<file path="src/rtl/mem_req_ctrl_if.sv">
// mem_req_ctrl_if: request/response bus between the memory-stage controller and mem_system.
interface mem_req_ctrl_if;
    logic [15:0] Addr;
    logic [15:0] DataIn;
    logic [15:0] DataOut;
    logic        Rd;
    logic        Wr;
    logic        Done;
    logic        Stall;
    logic        err;
    modport master (output Addr, DataIn, Rd, Wr, input DataOut, Done, Stall, err);
    modport slave  (input Addr, DataIn, Rd, Wr, output DataOut, Done, Stall, err);
endinterface

</file>
<file path="src/rtl/mem_req_ctrl.sv">
// mem_req_ctrl: holds a pipeline load/store stable toward mem_system, stalls until Done,
// returns load data, counts hits/misses and latches a sticky error.
module mem_req_ctrl #(
    parameter int TIMEOUT = 63,
    parameter int CNT_W   = 16
) (
    input  logic                clk,
    input  logic                rst,
    input  logic [15:0]         i_req_addr,
    input  logic [15:0]         i_req_data,
    input  logic                i_req_rd,
    input  logic                i_req_wr,
    input  logic                i_flush,
    mem_req_ctrl_if.master      mem,
    output logic [15:0]         o_rd_data,
    output logic                o_rd_valid,
    output logic                o_pipe_stall,
    output logic                o_err_out,
    output logic [CNT_W-1:0]    o_hit_count,
    output logic [CNT_W-1:0]    o_miss_count
);
    localparam int TW = (TIMEOUT < 2) ? 1 : $clog2(TIMEOUT);

    typedef enum logic [1:0] {IDLE, BUSY, ERR} state_t;

    state_t             r_state, w_next;
    logic [15:0]        r_addr, r_data, r_rd_data;
    logic               r_rd, r_wr, r_drop;
    logic [TW-1:0]      r_cnt;
    logic [CNT_W-1:0]   r_hit, r_miss;
    logic               w_valid, w_bad, w_accept, w_timeout, w_done;

    assign w_valid   = (i_req_rd | i_req_wr) & ~i_flush;
    assign w_bad     = i_req_addr[0] | (i_req_rd & i_req_wr);
    assign w_accept  = (r_state == IDLE) & w_valid & ~w_bad;
    assign w_timeout = (r_cnt == TW'(TIMEOUT - 1)) & ~mem.Done;
    // an error on the same cycle as Done wins, so the access is not counted
    assign w_done    = (r_state == BUSY) & mem.Done & ~mem.err;

    always_comb begin
        w_next = r_state;
        case (r_state)
            IDLE:    w_next = w_valid ? (w_bad ? ERR : BUSY) : IDLE;
            BUSY:    w_next = (mem.err | w_timeout) ? ERR : (mem.Done ? IDLE : BUSY);
            default: w_next = ERR;
        endcase
    end

    assign mem.Addr     = r_addr;
    assign mem.DataIn   = r_data;
    assign mem.Rd       = (r_state == BUSY) & r_rd;
    assign mem.Wr       = (r_state == BUSY) & r_wr;
    assign o_rd_valid   = w_done & r_rd & ~r_drop & ~i_flush;
    assign o_rd_data    = o_rd_valid ? mem.DataOut : r_rd_data;
    assign o_pipe_stall = ((r_state == IDLE) & w_valid) | ((r_state == BUSY) & ~mem.Done) | (r_state == ERR);
    assign o_err_out    = r_state == ERR;
    assign o_hit_count  = r_hit;
    assign o_miss_count = r_miss;

    always_ff @(posedge clk) begin
        if (!rst) begin
            r_state   <= IDLE;
            r_addr    <= '0;
            r_data    <= '0;
            r_rd      <= 1'b0;
            r_wr      <= 1'b0;
            r_drop    <= 1'b0;
            r_cnt     <= '0;
            r_rd_data <= '0;
            r_hit     <= '0;
            r_miss    <= '0;
        end else begin
            r_state <= w_next;
            if (w_accept) begin
                r_addr <= i_req_addr;
                r_data <= i_req_wr ? i_req_data : 16'h0;
                r_rd   <= i_req_rd;
                r_wr   <= i_req_wr;
                r_cnt  <= '0;
            end else if (r_state == BUSY) begin
                r_cnt <= r_cnt + TW'(1);
            end
            r_drop <= ((r_state == BUSY) & (w_next == BUSY)) ? (r_drop | i_flush) : 1'b0;
            if (o_rd_valid)
                r_rd_data <= mem.DataOut;
            if (w_done & (r_cnt == '0))
                r_hit <= (r_hit == '1) ? r_hit : r_hit + CNT_W'(1);
            if (w_done & (r_cnt != '0))
                r_miss <= (r_miss == '1) ? r_miss : r_miss + CNT_W'(1);
        end
    end
endmodule
</file>
<file path="src/flat_wrapper.sv">
// flat-port wrapper written by rule: the top's interface ports become plain ports
module mem_req_ctrl_flat 
#(
    parameter int TIMEOUT = 63,
    parameter int CNT_W   = 16
)
  (clk, rst, i_req_addr, i_req_data, i_req_rd, i_req_wr, i_flush, o_rd_data, o_rd_valid, o_pipe_stall, o_err_out, o_hit_count, o_miss_count, mem_Addr, mem_DataIn, mem_Rd, mem_Wr, mem_DataOut, mem_Done, mem_Stall, mem_err);
  mem_req_ctrl_if mem_i ();
  input  logic clk;
  input  logic rst;
  input  logic [15:0] i_req_addr;
  input  logic [15:0] i_req_data;
  input  logic i_req_rd;
  input  logic i_req_wr;
  input  logic i_flush;
  output logic [15:0] o_rd_data;
  output logic o_rd_valid;
  output logic o_pipe_stall;
  output logic o_err_out;
  output logic [CNT_W-1:0] o_hit_count;
  output logic [CNT_W-1:0] o_miss_count;
  output wire logic [$bits(mem_i.Addr)-1:0] mem_Addr;
  output wire logic [$bits(mem_i.DataIn)-1:0] mem_DataIn;
  output wire logic [$bits(mem_i.Rd)-1:0] mem_Rd;
  output wire logic [$bits(mem_i.Wr)-1:0] mem_Wr;
  input wire logic [$bits(mem_i.DataOut)-1:0] mem_DataOut;
  input wire logic [$bits(mem_i.Done)-1:0] mem_Done;
  input wire logic [$bits(mem_i.Stall)-1:0] mem_Stall;
  input wire logic [$bits(mem_i.err)-1:0] mem_err;
  assign mem_Addr = mem_i.Addr;
  assign mem_DataIn = mem_i.DataIn;
  assign mem_Rd = mem_i.Rd;
  assign mem_Wr = mem_i.Wr;
  assign mem_i.DataOut = mem_DataOut;
  assign mem_i.Done = mem_Done;
  assign mem_i.Stall = mem_Stall;
  assign mem_i.err = mem_err;
  mem_req_ctrl #(.TIMEOUT(TIMEOUT), .CNT_W(CNT_W)) u_core (.clk(clk), .rst(rst), .i_req_addr(i_req_addr), .i_req_data(i_req_data), .i_req_rd(i_req_rd), .i_req_wr(i_req_wr), .i_flush(i_flush), .mem(mem_i), .o_rd_data(o_rd_data), .o_rd_valid(o_rd_valid), .o_pipe_stall(o_pipe_stall), .o_err_out(o_err_out), .o_hit_count(o_hit_count), .o_miss_count(o_miss_count));
endmodule
</file>
<file path="config.mk">
export PLATFORM = sky130hd
export DESIGN_NAME = mem_req_ctrl_flat
export DESIGN_NICKNAME = d
export VERILOG_FILES = /design/src/rtl/mem_req_ctrl_if.sv /design/src/rtl/mem_req_ctrl.sv /design/src/flat_wrapper.sv
export SDC_FILE = /design/constraint.sdc
export NUM_CORES = 1
export LEC_CHECK = 0
export CORE_AREA = 2 2 134 136
export DETAILED_ROUTE_END_ITERATION = 6
export DIE_AREA = 0 0 136 138
export SYNTH_ARGS = -nofsm -noshare
export SYNTH_HDL_FRONTEND = slang
export SYNTH_SLANG_ARGS = --single-unit
</file>
<file path="constraint.sdc">
create_clock -name clk -period 2.25 [get_ports clk]
set_clock_uncertainty 0.1 [all_clocks]
set_input_delay 0.45 -clock clk [delete_from_list [all_inputs] [get_ports clk]]
set_output_delay 0.45 -clock clk [all_outputs]
set_load 0.05 [all_outputs]
</file>
Word level (Yosys, flattened, before mapping)
Index checks and enable logic that the tools add are counted.

Bitwise operators: 30. Equality and inequality tests: 6. Reductions and logical operators: 7. Mux-type cells: 7. Add/sub/neg operators: 3.

Operator list (count): 16-bit by 1-bit adder with 16-bit output (second input constant) (2); 16-bit equality test (second input constant) (2); 16-bit 2-to-1 mux (2); 1-bit AND (16); 1-bit inverter (8); 6-bit by 1-bit adder with 6-bit output (second input constant) (1); 6-bit equality test (second input constant) (1); 6-bit logical NOT (1); 2-bit 2-to-1 mux (3); 1-bit OR (6); 2-bit AND reduction (3); 6-bit nonzero test (1); 2-bit by 1-bit equality test with 1-bit output (second input constant) (2); 2-bit one-hot mux with 2 select lines (1); 2-bit equality test (second input constant) (1); 2-bit logical NOT (1); 2-bit OR reduction (1); 1-bit 2-to-1 mux (1).

Flip-flop bits (word level): 91. Input port bits: 56. Output and inout port bits: 85. Word-level logic and storage cells: 63.

Logic depth before layout (Yosys ltp)
Gate-level depths: netlist of run 1.

Word-level depth: 8. Gate-level depth with buffers: 8. Gate-level depth less buffers: 6.

Worst setup path before layout of run 1
No wires, ideal clock.

Kind: register -> register. From: register u_core.r_hit[0], in the netlist u_core.o_hit_count[0]. To: register u_core.r_hit[13], in the netlist u_core.o_hit_count[13]. Required time: 2.035 ns. Data arrival time: 2.264 ns. Period minus slack after synthesis: 2.479 ns. Buffers on the path: 1. Path slack: -0.229 ns. Stages on the path, launching flop included: 7. Library setup time: 0.115 ns. Cells stage by stage: dfxtp_1 ha_1 nand3_1 nor4_1 clkbuf_1 nor4_1 o21a_1.

Cells in the longest elaborated chain, start to end: 3. Elaborated cells on any way between the ends: 4. Classes of those cells: 1 x add/sub; 1 x eq/ne; 1 x bitwise; 1 x reduce/logical.

RTL lines: start: declaration (line mem_req_ctrl.sv:30) `logic [CNT_W-1:0] r_hit, r_miss;`; start signal: assignment (line mem_req_ctrl.sv:87) `r_hit <= (r_hit == '1) ? r_hit : r_hit + CNT_W'(1);`; parallel branches: the longest is 3 deep, another holds 16-bit by 1-bit adder with 16-bit output.

Parallel ways; which one is timed is not known. A chain may end at the register's enable or synchronous reset.

Worst setup path in the final report of run 1
From: register u_core.r_cnt[0]. To: register u_core.r_hit[10], in the netlist u_core.o_hit_count[10].

Cells in the longest elaborated chain, start to end: 3.

RTL lines: start: declaration (line mem_req_ctrl.sv:29) `logic [TW-1:0] r_cnt;`; start signal: assignment (line mem_req_ctrl.sv:81) `r_cnt <= r_cnt + TW'(1);`; 6-bit logical NOT (line mem_req_ctrl.sv:86) `if (w_done & (r_cnt == '0))`; 1-bit AND (line mem_req_ctrl.sv:86); 2-bit AND reduction (no line).

Every way passes these cells.

==> run summary, run 1 <==
The flow ran to the end, but the final reports show violations. The checks that failed: negative setup slack. The number of synthesized flops with an enable pin is 0. The clock edge transition at the registers on the reported setup and hold paths came out at 60 ps.

The flip-flop cell with the highest count after synthesis is sky130_fd_sc_hd__dfxtp_1. The cell internal power dissipation came out at 2750 µW. The vertical die dimension is 138 µm. Counting cells, the worst reg-to-reg path comes to 7. The root buffer cell is sky130_fd_sc_hd__clkbuf_16. The routed design has 12.1 mm of wire. The layout overhead on the synthesized area came out at 71.1%. The dominant combinational cell family by area after synthesis is simple AND/OR/NAND/NOR gates. The remaining max-slew budget at the tightest pin came out at 49.3%.

The weighted congestion reported at the end of routability-driven placement came out at 0.791. The power density relative to cell area is 532 nW/µm². The largest net degree at the start of global routing is 45. For the worst-skew pair, the clock arrives at the later sink with an insertion delay of 340 ps. The TritonCTS buffer count is 9. The net switching power of the design came out at 810 µW. The setup path with the least slack is of type flop to flop. The count of state elements after synthesis is 91. Summed over all layers, the global routing overflow is 0. The mapped cell area is 3910 µm². The cell count after synthesis came out at 410. The detailed-placement wirelength estimate came out at 8.35 mm. The setup slack of the critical path after layout is -133 ps. The synthesized netlist devotes 1.85% of its cell area to adder and majority cells. The area fraction in and, or, nand and nor cells after synthesis came out at 22.4%.

The effective utilization at floorplan is 22.3%. The count of endpoints failing setup in the final report came out at 26. Setup repair after global routing could not meet its margin everywhere. The total count of max-transition violations in the final report is 0. The share of async-settable or async-resettable flops after synthesis came out at 0%.

The largest fanout of any net on the critical path came out at 3. Dividing the synthesized area by the synthesized cell count gives 9.54 µm². STA classifies the critical path startpoint as a flop. The synthesized-area fraction occupied by ao, oa, aoi and oai cells came out at 15.8%.

The placement-stage cell area came out at 6020 µm². The deepest clock path buffer count is 2. The number of hold buffers added after CTS came out at 0. The number of global-route vias before repair came out at 3870. The total number of vias came out at 3889. Of the post-synthesis cell area, the part taken by muxes is 8.95%. TritonCTS built the clock tree.

The cell count of the worst hold path is 1. The pre-CTS worst setup slack came out at -422 ps. The number of antenna violations at the first check in global routing came out at 0. The final routed DRC violation total is 0.

The worst setup path is captured at a flop. The width of the chip is 136 µm. Yosys mapped the design onto 47 distinct sky130hd cell types. Of the synthesized area, sequential elements account for 46.6%. The final clock period utilization by the worst path is 106%. The switching fraction of total power came out at 22.7%.

The final hold slack came out at 351 ps. The area enclosed by the die boundary is 18800 µm². The count of port buffers added during placement came out at 139.

In this run the static leakage power is 0.00267 µW. The share of total power in combinational logic is 10.2%. In the final routed layout, each cell accounts on average for 14.7 µm. The global router's overall resource usage came out at 12.9%. The final hold violation count came out at 0. The I/O pin total is 141.

The total number of clock tree sinks is 91. The post-route antenna net violation count is 0. In the post-synthesis netlist, the cell with the most instances is sky130_fd_sc_hd__dfxtp_1. The number of detailed-routing iterations run before antenna repair came out at 4. The worst voltage drop across the vdd grid is 0.371 mV. The total power is 3560 µW. The vias per cell is 4.73. The data required time of the critical path came out at 2430 ps. Ranked by total cell area, the synthesized netlist is headed by sky130_fd_sc_hd__dfxtp_1 47%, sky130_fd_sc_hd__mux2_2 4.6%, sky130_fd_sc_hd__mux2i_1 4.3%. The synthesized design spends more area on one cell type than any other, namely sky130_fd_sc_hd__dfxtp_1. The area fraction of the dominant cell type after synthesis is 46.6%.

The synthesized netlist devotes 1.12% of its cell area to XOR and XNOR gates. The time the worst path needs with I/O delays and setup came out at 2380 ps. In this run the worst hold path is classified as flop to flop. Across the run, the number of max-cap violations was 0. The number of nets in the synthesized netlist is 471. The wire length of the first global-routing pass came out at 19.6 mm. The number of diodes added for antenna fixing came out at 0. The number of placement rows came out at 49. The worst-margin pin slew came out at 755 ps. The part of the total power dissipated in sequential elements came out at 46.2%. The final layout net count is 651.

The highest attainable clock frequency came out at 420 MHz. The fraction of layout instances using a drive strength above 1 came out at 24.6%. The portion of total power attributed to the clock network is 43.6%.

The data arrival time of the critical path is 2560 ps. The commonest cells after synthesis are 91 x sky130_fd_sc_hd__dfxtp_1, 28 x sky130_fd_sc_hd__a21oi_1, 27 x sky130_fd_sc_hd__nor2_1, 22 x sky130_fd_sc_hd__and2_1, 20 x sky130_fd_sc_hd__clkbuf_1. The core box area is 17500 µm². The violation count after the first detailed-route iteration is 98. The maximum level of the CTS H-tree came out at 3.

The synthesis warning total came out at 0. The post-route cell area came out at 6690 µm².
[state kept, by name, indices dropped and copies added (netlist names)]
register,flops
u_core.mem.Addr,16
u_core.mem.DataIn,16
u_core.o_hit_count,16
u_core.o_miss_count,16
u_core.r_rd_data,16
u_core.r_cnt,6
u_core.r_state,2
u_core.r_drop,1
u_core.r_rd,1
u_core.r_wr,1
[placed cells by master (no fill, tap or decap), types with 3 or more instances in the layout]
cell,synthesis,layout
sky130_fd_sc_hd__buf_12,0,24
sky130_fd_sc_hd__inv_1,7,5
sky130_fd_sc_hd__ha_1,5,4
sky130_fd_sc_hd__o41ai_1,4,3
sky130_fd_sc_hd__dfxtp_2,0,7
sky130_fd_sc_hd__or4_1,17,14
sky130_fd_sc_hd__mux2i_1,17,17
sky130_fd_sc_hd__a22o_1,16,16
sky130_fd_sc_hd__or4_4,0,3
sky130_fd_sc_hd__nand2_1,18,18
sky130_fd_sc_hd__nor2_1,27,26
sky130_fd_sc_hd__nor3_1,5,5
sky130_fd_sc_hd__nand4_1,12,12
sky130_fd_sc_hd__nand2b_1,6,6
sky130_fd_sc_hd__buf_6,0,5
sky130_fd_sc_hd__and2_1,22,22
sky130_fd_sc_hd__nor4_1,6,3
sky130_fd_sc_hd__clkdlybuf4s50_1,0,104
sky130_fd_sc_hd__inv_2,1,3
sky130_fd_sc_hd__o31ai_1,15,12
sky130_fd_sc_hd__mux2_4,0,16
sky130_fd_sc_hd__xor2_1,4,4
sky130_fd_sc_hd__o21ai_0,11,10
sky130_fd_sc_hd__dfxtp_1,91,84
sky130_fd_sc_hd__or3_1,7,6
sky130_fd_sc_hd__nor2b_1,3,3
sky130_fd_sc_hd__a21oi_1,28,27
sky130_fd_sc_hd__dlymetal6s2s_1,0,6
sky130_fd_sc_hd__o211ai_1,3,3
sky130_fd_sc_hd__clkbuf_8,0,3
sky130_fd_sc_hd__buf_4,0,51
sky130_fd_sc_hd__nand3_1,13,12
sky130_fd_sc_hd__clkbuf_16,0,9
sky130_fd_sc_hd__and4_1,5,5
[metal layers]
metal	wire length, µm	track usage (%)	vias to the layer above
li1	-	-	1897
met1	5280	15.8	1859
met2	5680	21.2	120
met3	878	3.78	13
met4	212	5.21	0
met5	0	0	-
[worst max-delay path, stage by stage, from the launching register on]
cell	delay [ps]
sky130_fd_sc_hd__dfxtp_2	320
sky130_fd_sc_hd__inv_2	70
sky130_fd_sc_hd__ha_4	130
sky130_fd_sc_hd__or4b_4	470
sky130_fd_sc_hd__buf_6	140
sky130_fd_sc_hd__or4_4	480
sky130_fd_sc_hd__or4_4	490
sky130_fd_sc_hd__a21oi_2	120
[cells by family (layout without fill, tap and decap cells)]
kind of cell,count (synthesis),after routing
flops,91,91
simple gates,151,151
mux,33,33
fa+ha+maj,6,6
buf+inv,33,216
compound gates,91,91
xor+xnor,5,5
[power groups by stage]
stage	combinational, µW	sequential, µW	clock, µW
4_1_cts	368	1640	1630
5_1_grt	392	1650	1690
6_report	365	1650	1550
2_1_floorplan	105	1740	0
3_3_place_gp	349	1680	0
3_5_place_dp	357	1680	0
[worst paths after layout]
path / endpoint / start / slack (ps)
min reg2reg: u_core.r_wr$_SDFFE_PN0P_ / u_core.r_wr$_SDFFE_PN0P_ / 350
max: u_core.o_hit_count[10]$_SDFFE_PN0P_ / u_core.r_cnt[0]$_SDFFE_PP0N_ / -130
max reg2reg: u_core.o_hit_count[10]$_SDFFE_PN0P_ / u_core.r_cnt[0]$_SDFFE_PP0N_ / -130
min: u_core.r_wr$_SDFFE_PN0P_ / u_core.r_wr$_SDFFE_PN0P_ / 350
[area by class of cell]
cell class	instances	area, µm²
Fill cell	1736	10800
Inverter	8	30.0
Clock buffer	12	267
Multi-Input combinational cell	286	2170
Clock inverter	2	35.0
Tap cell	229	287
Sequential cell	91	1830
Timing Repair Buffer	194	2080
[repair_timing]
action	4_1_cts	5_1_grt
hold endpoints to repair	0	0
pin swaps	8	11
gates cloned	2	0
endpoints found under the setup margin	32	39
setup buffers	10	9
gates resized for setup	46	18
[stage by stage]
step                setup TNS (ps)  utilization (%)  instances
finish                       -2030             38.2        822
global route                 -4050             38.2        822
CTS                          -3940             37.8        816
detailed placement          -14900             34.3        790
global placement            -12260             34.3        790
floorplan                     -761                -        410
(Power assumes the default switching activity.)
==> inputs of run 2 (changes only) <==
Settings changed: DONT_BUFFER_PORTS set to 1.
==> run 2 against run 1 <==
  * The flow still finishes with violations (negative setup slack)
  * Highest routed layer unchanged
  * Maximum frequency rose by 0.27%
  * Power down 2.8%
  * Largest power group unchanged
  * Die area stayed put
  * Utilization fell by 8.8 points
==> run summary, run 2 (synthesized netlist as in run 1, its figures left out) <==
The number of antenna violations at the first check in global routing came to 0. The cell internal power dissipation came out at 2660 µW. The post-route antenna net violation count is 0.

The class of the most critical setup path is flop to flop. The checks that failed: negative setup slack. The deepest clock path buffer count came out at 2. The vertical die dimension is 138 µm. The type of the tightest min-delay check is input port to flop. The worst register-to-register path begins at u_core.r_cnt[0]$_SDFFE_PP0N_. The worst setup path is launched from a flop. The count of port buffers added during placement came out at 0.

IR analysis of the VDD net gives a maximum drop of 0.392 mV. Setup repair after global routing could not meet its margin everywhere. The post-route setup TNS came out at -787 ps. The total count of max-transition violations in the final report is 0. The combined area of the multi-input logic cells is 2120 µm². The portion of total power attributed to the clock network is 46.7%. The clock drives 91 sinks.

For this run, the post-layout net count is 529. The clock latency reported for the late side of the worst-skew pair is 350 ps. The data arrival time of the critical path is 2550 ps. The number of global-route vias before repair came out at 3371. The fraction of layout instances using a drive strength above 1 came out at 28.6%. The remaining max-slew budget at the tightest pin came out at 46.0%.

The share of total power in combinational logic is 4.1%. In this run the power spent charging and discharging nets is 806 µW. The largest net degree at the start of global routing came out at 32. After detailed routing, the number of remaining DRC violations is 0. The TritonCTS buffer count came out at 9. The worst reg-to-reg path cell count came out at 8. The tree is rooted in a sky130_fd_sc_hd__clkbuf_16. Along the worst path, the maximum fanout reaches 7.

The I/O pin total came out at 141. TritonCTS built the clock tree. The run finished, with violations left.

The area enclosed by the die boundary came out at 18800 µm². For the pin with the worst max-slew slack, the measured transition is 803 ps. The core region is 17500 µm².

The endpoint identified for the worst register-to-register timing path is u_core.o_hit_count[4]$_SDFFE_PN0P_. The end of the worst hold path is u_core.r_rd$_SDFFE_PN0P_. The global router's overall resource usage came out at 10.9%. The weighted congestion reported at the end of routability-driven placement is 0.813. The wire-length estimate of the detail-placed layout is 7.64 mm. Static timing analysis puts the maximum clock frequency at 421 MHz. The average wire per standard cell came out at 14.9 µm. Subtracting the final worst setup slack from the clock period gives 2380 ps. Once the floorplan was initialized, standard cells occupied 22.3% of the core. The violation count after the first detailed-route iteration is 108. The maximum level of the CTS H-tree is 3. The number of placement rows came out at 49.

The data required time of the critical path came out at 2420 ps. The total overflow left after global routing is 0. The wire length of the first global-routing pass is 16.0 mm.

The total number of vias is 3417. Setup violations remaining at the end of the flow were counted as 20. The power density relative to cell area came out at 673 nW/µm². The setup check on the worst reg-to-reg path leaves a slack of -130 ps. Across the run, the number of max-cap violations was 0. The number of detailed-routing iterations run before antenna repair is 4. In the layout the commonest cells are 84 x sky130_fd_sc_hd__dfxtp_1, 67 x sky130_fd_sc_hd__buf_4, 27 x sky130_fd_sc_hd__nor2_1, 27 x sky130_fd_sc_hd__a21oi_1, 22 x sky130_fd_sc_hd__and2_1.

The sequential cell area came out at 1830 µm². After detailed routing, the number of vias per cell comes to 4.87. The cell count of the worst hold path came out at 1.

The final clock period utilization by the worst path is 106%. The leakage power summed over all cells came out at 0.00203 µW. The total of fill cells in the finished design came out at 1827. The number of diodes added for antenna fixing came out at 0. The final hold violation count came out at 0. Leaving out fill and tap cells, the most frequent cell in the layout is sky130_fd_sc_hd__dfxtp_1. After layout, the design draws a total of 3470 µW. The setup slack of the critical path after layout came out at -126 ps.

The worst setup path is captured at a flop. The total length of routed wires is 10.4 mm. The die is 136 µm wide.

In this run switching power makes up 23.2% of total power. The part of the total power dissipated in sequential elements came out at 49.2%. The layout overhead on the synthesized area is 31.6%.

After clock tree synthesis, the clock-pin slew on the worst setup and hold paths is 70 ps. The worst hold path begins at i_req_wr.
[run 2: changes by cell type in the layout (fill, tap and decap cells not counted), moves of 2 or more]
cell                              delta
sky130_fd_sc_hd__buf_12             -23
sky130_fd_sc_hd__buf_4              +16
sky130_fd_sc_hd__clkbuf_8            -3
sky130_fd_sc_hd__clkdlybuf4s50_1   -104
sky130_fd_sc_hd__dlymetal6s2s_1      -6
sky130_fd_sc_hd__o21ai_1             -2
sky130_fd_sc_hd__or4_1               -2
sky130_fd_sc_hd__or4_4               +2
[run 2: layer usage]
| metal | GRT usage, % | part of all wire, % | up-vias |
|---|---|---|---|
| met1 | 12.2 | 42 | 1624 |
| met4 | 4.99 | 2.2 | 0 |
| met3 | 4.29 | 8.7 | 15 |
| met2 | 18.0 | 48 | 136 |
| li1 | - | - | 1642 |
| met5 | 0 | 0 | - |
[run 2: stage by stage]
stage | worst slack (ps) | util, % | hold slack [ps] | instances | instance area, µm²
finish | -126 | 29.4 | 110 | 701 | 5150
global route | -199 | 29.4 | 87.1 | 701 | 5150
CTS | -123 | 28.9 | 88.1 | 698 | 5070
floorplan | -164 | - | 318 | 410 | 3960
detailed placement | -192 | 26.4 | 333 | 680 | 4620
global placement | -161 | 26.4 | 324 | 680 | 4620
[run 2: critical path, cell delays in order, from the launching register on]
cell	delay [ps]
sky130_fd_sc_hd__dfxtp_2	320
sky130_fd_sc_hd__inv_2	70
sky130_fd_sc_hd__ha_4	120
sky130_fd_sc_hd__or4b_4	470
sky130_fd_sc_hd__buf_6	140
sky130_fd_sc_hd__or4_4	480
sky130_fd_sc_hd__buf_6	150
sky130_fd_sc_hd__or3_1	300
sky130_fd_sc_hd__a21oi_1	130
[run 2: power groups by stage]
stage | registers [µW] | clock network, µW | logic (µW)
global route | 1700 | 1750 | 156
detailed placement | 1740 | 0 | 138
floorplan | 1740 | 0 | 105
finish | 1700 | 1620 | 143
CTS | 1700 | 1690 | 142
global placement | 1740 | 0 | 131
[run 2: worst max path at each step]
stage	from	end	slack, ps
4_1_cts	u_core.r_cnt[0]$_SDFFE_PP0N_	u_core.o_hit_count[15]$_SDFFE_PN0P_	-120
3_5_place_dp	u_core.r_cnt[1]$_SDFFE_PP0N_	u_core.o_hit_count[13]$_SDFFE_PN0P_	-190
2_1_floorplan	u_core.r_cnt[0]$_SDFFE_PP0N_	u_core.o_hit_count[10]$_SDFFE_PN0P_	-160
6_report	u_core.r_cnt[0]$_SDFFE_PP0N_	u_core.o_hit_count[4]$_SDFFE_PN0P_	-130
5_1_grt	u_core.r_cnt[0]$_SDFFE_PP0N_	u_core.o_hit_count[10]$_SDFFE_PN0P_	-200
3_3_place_gp	u_core.r_cnt[1]$_SDFFE_PP0N_	u_core.o_hit_count[13]$_SDFFE_PN0P_	-160
[run 2: timing repair]
item / CTS / global route
setup endpoints to repair: 31 / 30
resized for setup: 28 / 13
hold buffers: 0 / 0
pin swaps: 9 / 8
setup buffers: 3 / 3
[run 2: layout make-up]
cell class	count	share of cell area [%]
repair buffers	72	11.0
clock buffers	9	4.37
inverters	8	0.583
multi-input cells	286	41.2
well taps	229	5.56
clock inverters	6	1.75
flip-flops and latches	91	35.5
